### config.mk
export PLATFORM = sky130hd
export DESIGN_NAME = uart_cmd_rx
export DESIGN_NICKNAME = d
export VERILOG_FILES = /design/src/rtl/uart_pkg.sv /design/src/rtl/uart_baud_cnt.sv /design/src/rtl/uart_cmd_rx.sv
export SDC_FILE = /design/constraint.sdc
export NUM_CORES = 1
export LEC_CHECK = 0
export BUFFER_PORTS_ARGS = -buffer_cell sky130_fd_sc_hd__clkbuf_2
export CAP_MARGIN = 30
export CORE_MARGIN = 3
export CORE_UTILIZATION = 45
export CTS_CLUSTER_SIZE = 40
export DETAILED_ROUTE_END_ITERATION = 6
export SYNTH_ARGS = -nofsm -noshare
export SYNTH_HDL_FRONTEND = slang
export SYNTH_SLANG_ARGS = --single-unit
export TNS_END_PERCENT = 100
### constraint.sdc
create_clock -name clk -period 2.35 [get_ports clk]
set_input_delay 0.1175 -clock clk [delete_from_list [all_inputs] [get_ports clk]]
set_output_delay 0.1175 -clock clk [all_outputs]
set_load 0.05 [all_outputs]
### src/rtl/uart_pkg.sv
// Shared types and constants for the UART command receiver.
package uart_pkg;

    typedef enum logic [1:0] {IDLE, START, DATA, STOP} uart_rx_state_t;

    localparam int BAUD_DIV_DEF = 2604;
    localparam int UART_DATA_W  = 8;
    localparam int BAUD_CNT_W   = 12;

endpackage

### src/rtl/uart_baud_cnt.sv
// Loadable baud down-counter. A load of N makes expire rise exactly N clocks
// later, so the FSM samples N clocks after the cycle that requested the load.
// Load values must be >= 1 (the receiver only uses values >= 8).
module uart_baud_cnt import uart_pkg::*; (
    input  logic                  clk,
    input  logic                  rst,
    input  logic                  load,
    input  logic [BAUD_CNT_W-1:0] load_val,
    output logic                  expire
);

    logic [BAUD_CNT_W-1:0] cnt;

    // Count down to zero and park there; a load restarts the interval.
    always_ff @(posedge clk) begin
        if (rst)
            cnt <= '0;
        else if (load)
            cnt <= load_val - BAUD_CNT_W'(1);
        else if (cnt != '0)
            cnt <= cnt - BAUD_CNT_W'(1);
    end

    assign expire = (cnt == '0);

endmodule

### src/rtl/uart_cmd_rx.sv
// 8N1 UART receiver for the BLE command link, with rdy/clr_rdy byte handshake.
// Optional build macro UART_CMD_RX_FRAME_ERR_EN: a frame with a bad stop bit
// pulses frame_err and is dropped; without it the stop bit is ignored and
// frame_err is tied low.
module uart_cmd_rx import uart_pkg::*; #(
    parameter int BAUD_DIV = BAUD_DIV_DEF,
    parameter int HALF_DIV = BAUD_DIV_DEF / 2
) (
    input  logic                   clk,
    input  logic                   rst,
    input  logic                   RX,
    input  logic                   clr_rdy,
    output logic [UART_DATA_W-1:0] rx_data,
    output logic                   rdy,
    output logic                   frame_err
);

    localparam logic [BAUD_CNT_W-1:0] BAUD_LD = BAUD_CNT_W'(BAUD_DIV);
    localparam logic [BAUD_CNT_W-1:0] HALF_LD = BAUD_CNT_W'(HALF_DIV);

    logic                   rx_meta, rx_s;
    uart_rx_state_t         state;
    logic [3:0]             bit_cnt;
    logic [UART_DATA_W-1:0] shift_reg;
    logic                   armed;
    logic                   start_edge;
    logic                   load;
    logic [BAUD_CNT_W-1:0]  load_val;
    logic                   expire;

    // Two-flop synchronizer; idles high so reset never looks like a start bit.
    always_ff @(posedge clk) begin
        if (rst) begin
            rx_meta <= 1'b1;
            rx_s    <= 1'b1;
        end else begin
            rx_meta <= RX;
            rx_s    <= rx_meta;
        end
    end

    // armed gates re-triggering after a break until the line has gone high again.
    assign start_edge = (state == IDLE) && !rx_s && armed;

    // Counter reload: half a bit to reach start-bit centre, then one bit per sample.
    always_comb begin
        load     = 1'b0;
        load_val = BAUD_LD;
        case (state)
            IDLE:  if (start_edge) begin
                       load     = 1'b1;
                       load_val = HALF_LD;
                   end
            START: load = expire && !rx_s;
            DATA:  load = expire;
            default: load = 1'b0;
        endcase
    end

    uart_baud_cnt u_baud_cnt (
        .clk      (clk),
        .rst      (rst),
        .load     (load),
        .load_val (load_val),
        .expire   (expire)
    );

    // Receive FSM with registered outputs; a same-cycle set of rdy overrides clr_rdy.
    always_ff @(posedge clk) begin
        if (rst) begin
            state     <= IDLE;
            bit_cnt   <= '0;
            shift_reg <= '0;
            rx_data   <= '0;
            rdy       <= 1'b0;
            armed     <= 1'b1;
`ifdef UART_CMD_RX_FRAME_ERR_EN
            frame_err <= 1'b0;
`endif
        end else begin
`ifdef UART_CMD_RX_FRAME_ERR_EN
            frame_err <= 1'b0;
`endif
            if (rx_s)
                armed <= 1'b1;
            if (clr_rdy)
                rdy <= 1'b0;
            case (state)
                IDLE: if (start_edge) begin
                    state <= START;
                    rdy   <= 1'b0;
                end
                START: if (expire) begin
                    if (!rx_s) begin
                        state   <= DATA;
                        bit_cnt <= '0;
                    end else begin
                        state <= IDLE;          // glitch, not a real start bit
                    end
                end
                DATA: if (expire) begin
                    shift_reg <= {rx_s, shift_reg[UART_DATA_W-1:1]};
                    if (bit_cnt != 4'hF)
                        bit_cnt <= bit_cnt + 4'd1;
                    if (bit_cnt == 4'd7)
                        state <= STOP;
                end
                STOP: if (expire) begin
                    state <= IDLE;
                    if (!rx_s)
                        armed <= 1'b0;
`ifdef UART_CMD_RX_FRAME_ERR_EN
                    if (rx_s) begin
                        rx_data <= shift_reg;
                        rdy     <= 1'b1;
                    end else begin
                        frame_err <= 1'b1;
                    end
`else
                    rx_data <= shift_reg;
                    rdy     <= 1'b1;
`endif
                end
                default: state <= IDLE;
            endcase
        end
    end

`ifndef UART_CMD_RX_FRAME_ERR_EN
    assign frame_err = 1'b0;
`endif

endmodule

==> impl_metrics.json <==
{
  "ys_ff_latch": 38,
  "cts_tree": "yes",
  "io_buffers": 12,
  "hold_viol": 0,
  "critical_path_class": "reg2reg",
  "ys_types": 47,
  "switching_share_pct": 39.16,
  "setup_violations": 0,
  "ioPinCount": 14,
  "num_vias": 1652,
  "drtIter0Drc": 139,
  "start_util_pct": 48.69,
  "period_share_pct": 92.89,
  "die_x_um": 70.35,
  "clk_pin_slew_ns": 0.08,
  "synth_top_area_share_pct": 40.83,
  "cts_sinks": 38,
  "clkPwrFrac_pct": 22.9,
  "async_flop_share_pct": 0,
  "clk_latency_ns": 0.29,
  "antenna_cells": 0,
  "fin_nets": 245,
  "htreeDepth": 2,
  "gp_congestion": 0.8933,
  "setup_slack_ns": 0.1670,
  "dpl.hpwl_um": 3048,
  "synthTopCellsByCount": "dfxtp_1 (38), a21oi_1 (29), nand2_1 (27), nand3_1 (20), nor2_1 (10)",
  "crit_path_max_fanout": 5,
  "fin_skew_ns": 0.007844,
  "outcome": "complete, no violations",
  "synthCells": 218,
  "drtPass1Iterations": 4,
  "slew_headroom_pct": 64.85,
  "antenna_found_initial": 0,
  "p_seq_share_pct": 38.2,
  "min_period_ns": 2.183,
  "ys_seq_area_share_pct": 40.83,
  "synth_area_leaders": "dfxtp_1 (41%), a21oi_1 (7.8%), nand2_1 (5.4%)",
  "cts_buffers": 5,
  "hold_path_class": "in2reg",
  "tightest_slew_ns": 0.5233,
  "fp.dieArea_um2": 4948,
  "wl_per_cell_um": 15.08,
  "row_count": 22,
  "fin_tns_setup_ns": 0,
  "synth.net_count": 229,
  "via_per_inst": 5.837,
  "synth_edf_count": 0,
  "p_int_uw": 1435,
  "grt_pass1_wl_um": 7293,
  "drive_above_1_share_pct": 19.15,
  "synthFlopType": "dfxtp_1",
  "drv_slew": 0,
  "post-cts-setup-buffers": 0,
  "yosys.area.top_type": "dfxtp_1",
  "rsz0062_at_grt": "false",
  "powerDensity_nw_per_um2": 1115,
  "cap_violations": 0,
  "worstPathArrival_ns": 2.34,
  "routed_wirelength_um": 4269,
  "area_growth_pct": 13.57,
  "largest_reg_flops": 12,
  "place_ws_ns": 0.02747,
  "gr-total-overflow": 0,
  "power_frac_comb_pct": 38.8,
  "cp.required_ns": 2.51,
  "fmax_mhz": 458.1,
  "grt_usage_pct": 17.99,
  "cts_buffer_depth": 2,
  "core_um2": 3826,
  "peakVddDrop_uv": 720.4,
  "cp-end-kind": "flop",
  "drc": 0,
  "grt_max_degree": 23,
  "p_leak_uw": 0.0007791,
  "ant_nets": 0,
  "synthesis.area_um2": 1863,
  "crit_path_start_kind": "flop",
  "dieHeight_um": 70.35,
  "cts_root_buf": "clkbuf_8",
  "rrSetupSlack_ns": 0.17,
  "p_sw_uw": 923.5,
  "ys_warn_count": 0,
  "final_util_pct": 55.30,
  "grt_pass1_vias": 1538,
  "syn_avg_cell_area_um2": 8.546,
  "yosysMostFrequentCell": "dfxtp_1"
}
## layout make-up
class,count,area [um2]
fillers,356,1710
multi-input cells,159,1022
flip-flops and latches,38,763.2
repair buffers,21,127.6
clock buffers,5,68.82
well taps,48,60.06
clock inverters,3,40.04
inverters,9,33.78
## routing by layer
metal	track usage [%]	up-vias	part of all wire, %
met5	0	-	0
met4	5.532	0	0.45
met3	3.885	2	4.0
met2	26.92	38	47
met1	25.66	788	49
li1	-	824	-
## power groups by stage
stage                     logic [uW]  clock network (uW)  registers (uW)
final                            916                 540             902
after global routing            1010                 584             914
after CTS                        899                 556             894
after detailed placement         894                   0             906
after global placement           870                   0             905
after floorplan                  756                   0             871
## critical path: stages, from the launching register on
cell and delay, ns:
dfxtp_2 0.38, inv_1 0.07, ha_1 0.24, nor4bb_1 0.17, nor2_1 0.11, ha_1 0.19, or4b_4 0.49, nor4_2 0.20
a32o_1 0.17, nor3_1 0.05
## cell families (layout without fill, tap and decap cells)
logic type / Yosys count / after routing / synth area share, %
flops: 38 / 38 / 40.83
fa+ha+maj: 7 / 7 / 4.701
buf+inv: 21 / 38 / 4.835
other cells: 1 / 1 / 0.2013
simple gates: 89 / 89 / 27.27
compound gates: 60 / 60 / 21.22
xor+xnor: 2 / 2 / 0.9404
## repair_timing
item / CTS / global route
hold buffers: 0 / 0
hold endpoints to repair: 0 / 0
setup endpoints to repair: 1 / 1
resized for setup: 2 / 1
pin swaps: 0 / 1
## final timing paths
kind,from,end,depth (start not counted)
worst min register to register,rx_meta$_SDFF_PP1_,rx_s$_SDFF_PP1_,1
worst max register to register,state[0]$_SDFFE_PP0P_,u_baud_cnt.cnt[10]$_SDFFE_PP0P_,9
worst min-delay path,RX,rx_meta$_SDFF_PP1_,2
worst max-delay path,state[0]$_SDFFE_PP0P_,u_baud_cnt.cnt[10]$_SDFFE_PP0P_,9
## per-stage QoR
stage	power [uW]	cell area, um2	cells	hold slack [ns]
floorplan	1627	1871	218	0.2213
global placement	1774	2001	275	0.3048
detailed placement	1800	2001	275	0.3102
CTS	2349	2112	283	0.009102
global route	2510	2116	283	0.002224
finish	2358	2116	283	0.01024
## cells in the final DEF (no fill, tap or decap), drive strengths merged, types with 4 or more instances in the layout
cell type / n
clkbuf: 17
a21oi: 29
or3: 6
nand2: 27
or4: 4
inv: 9
o21ai: 5
dfxtp: 38
nand3: 21
nor2: 10
a211oi: 5
buf: 9
o31ai: 6
ha: 7
nor4: 4
No activity file was read; power rests on OpenSTA's default activity.
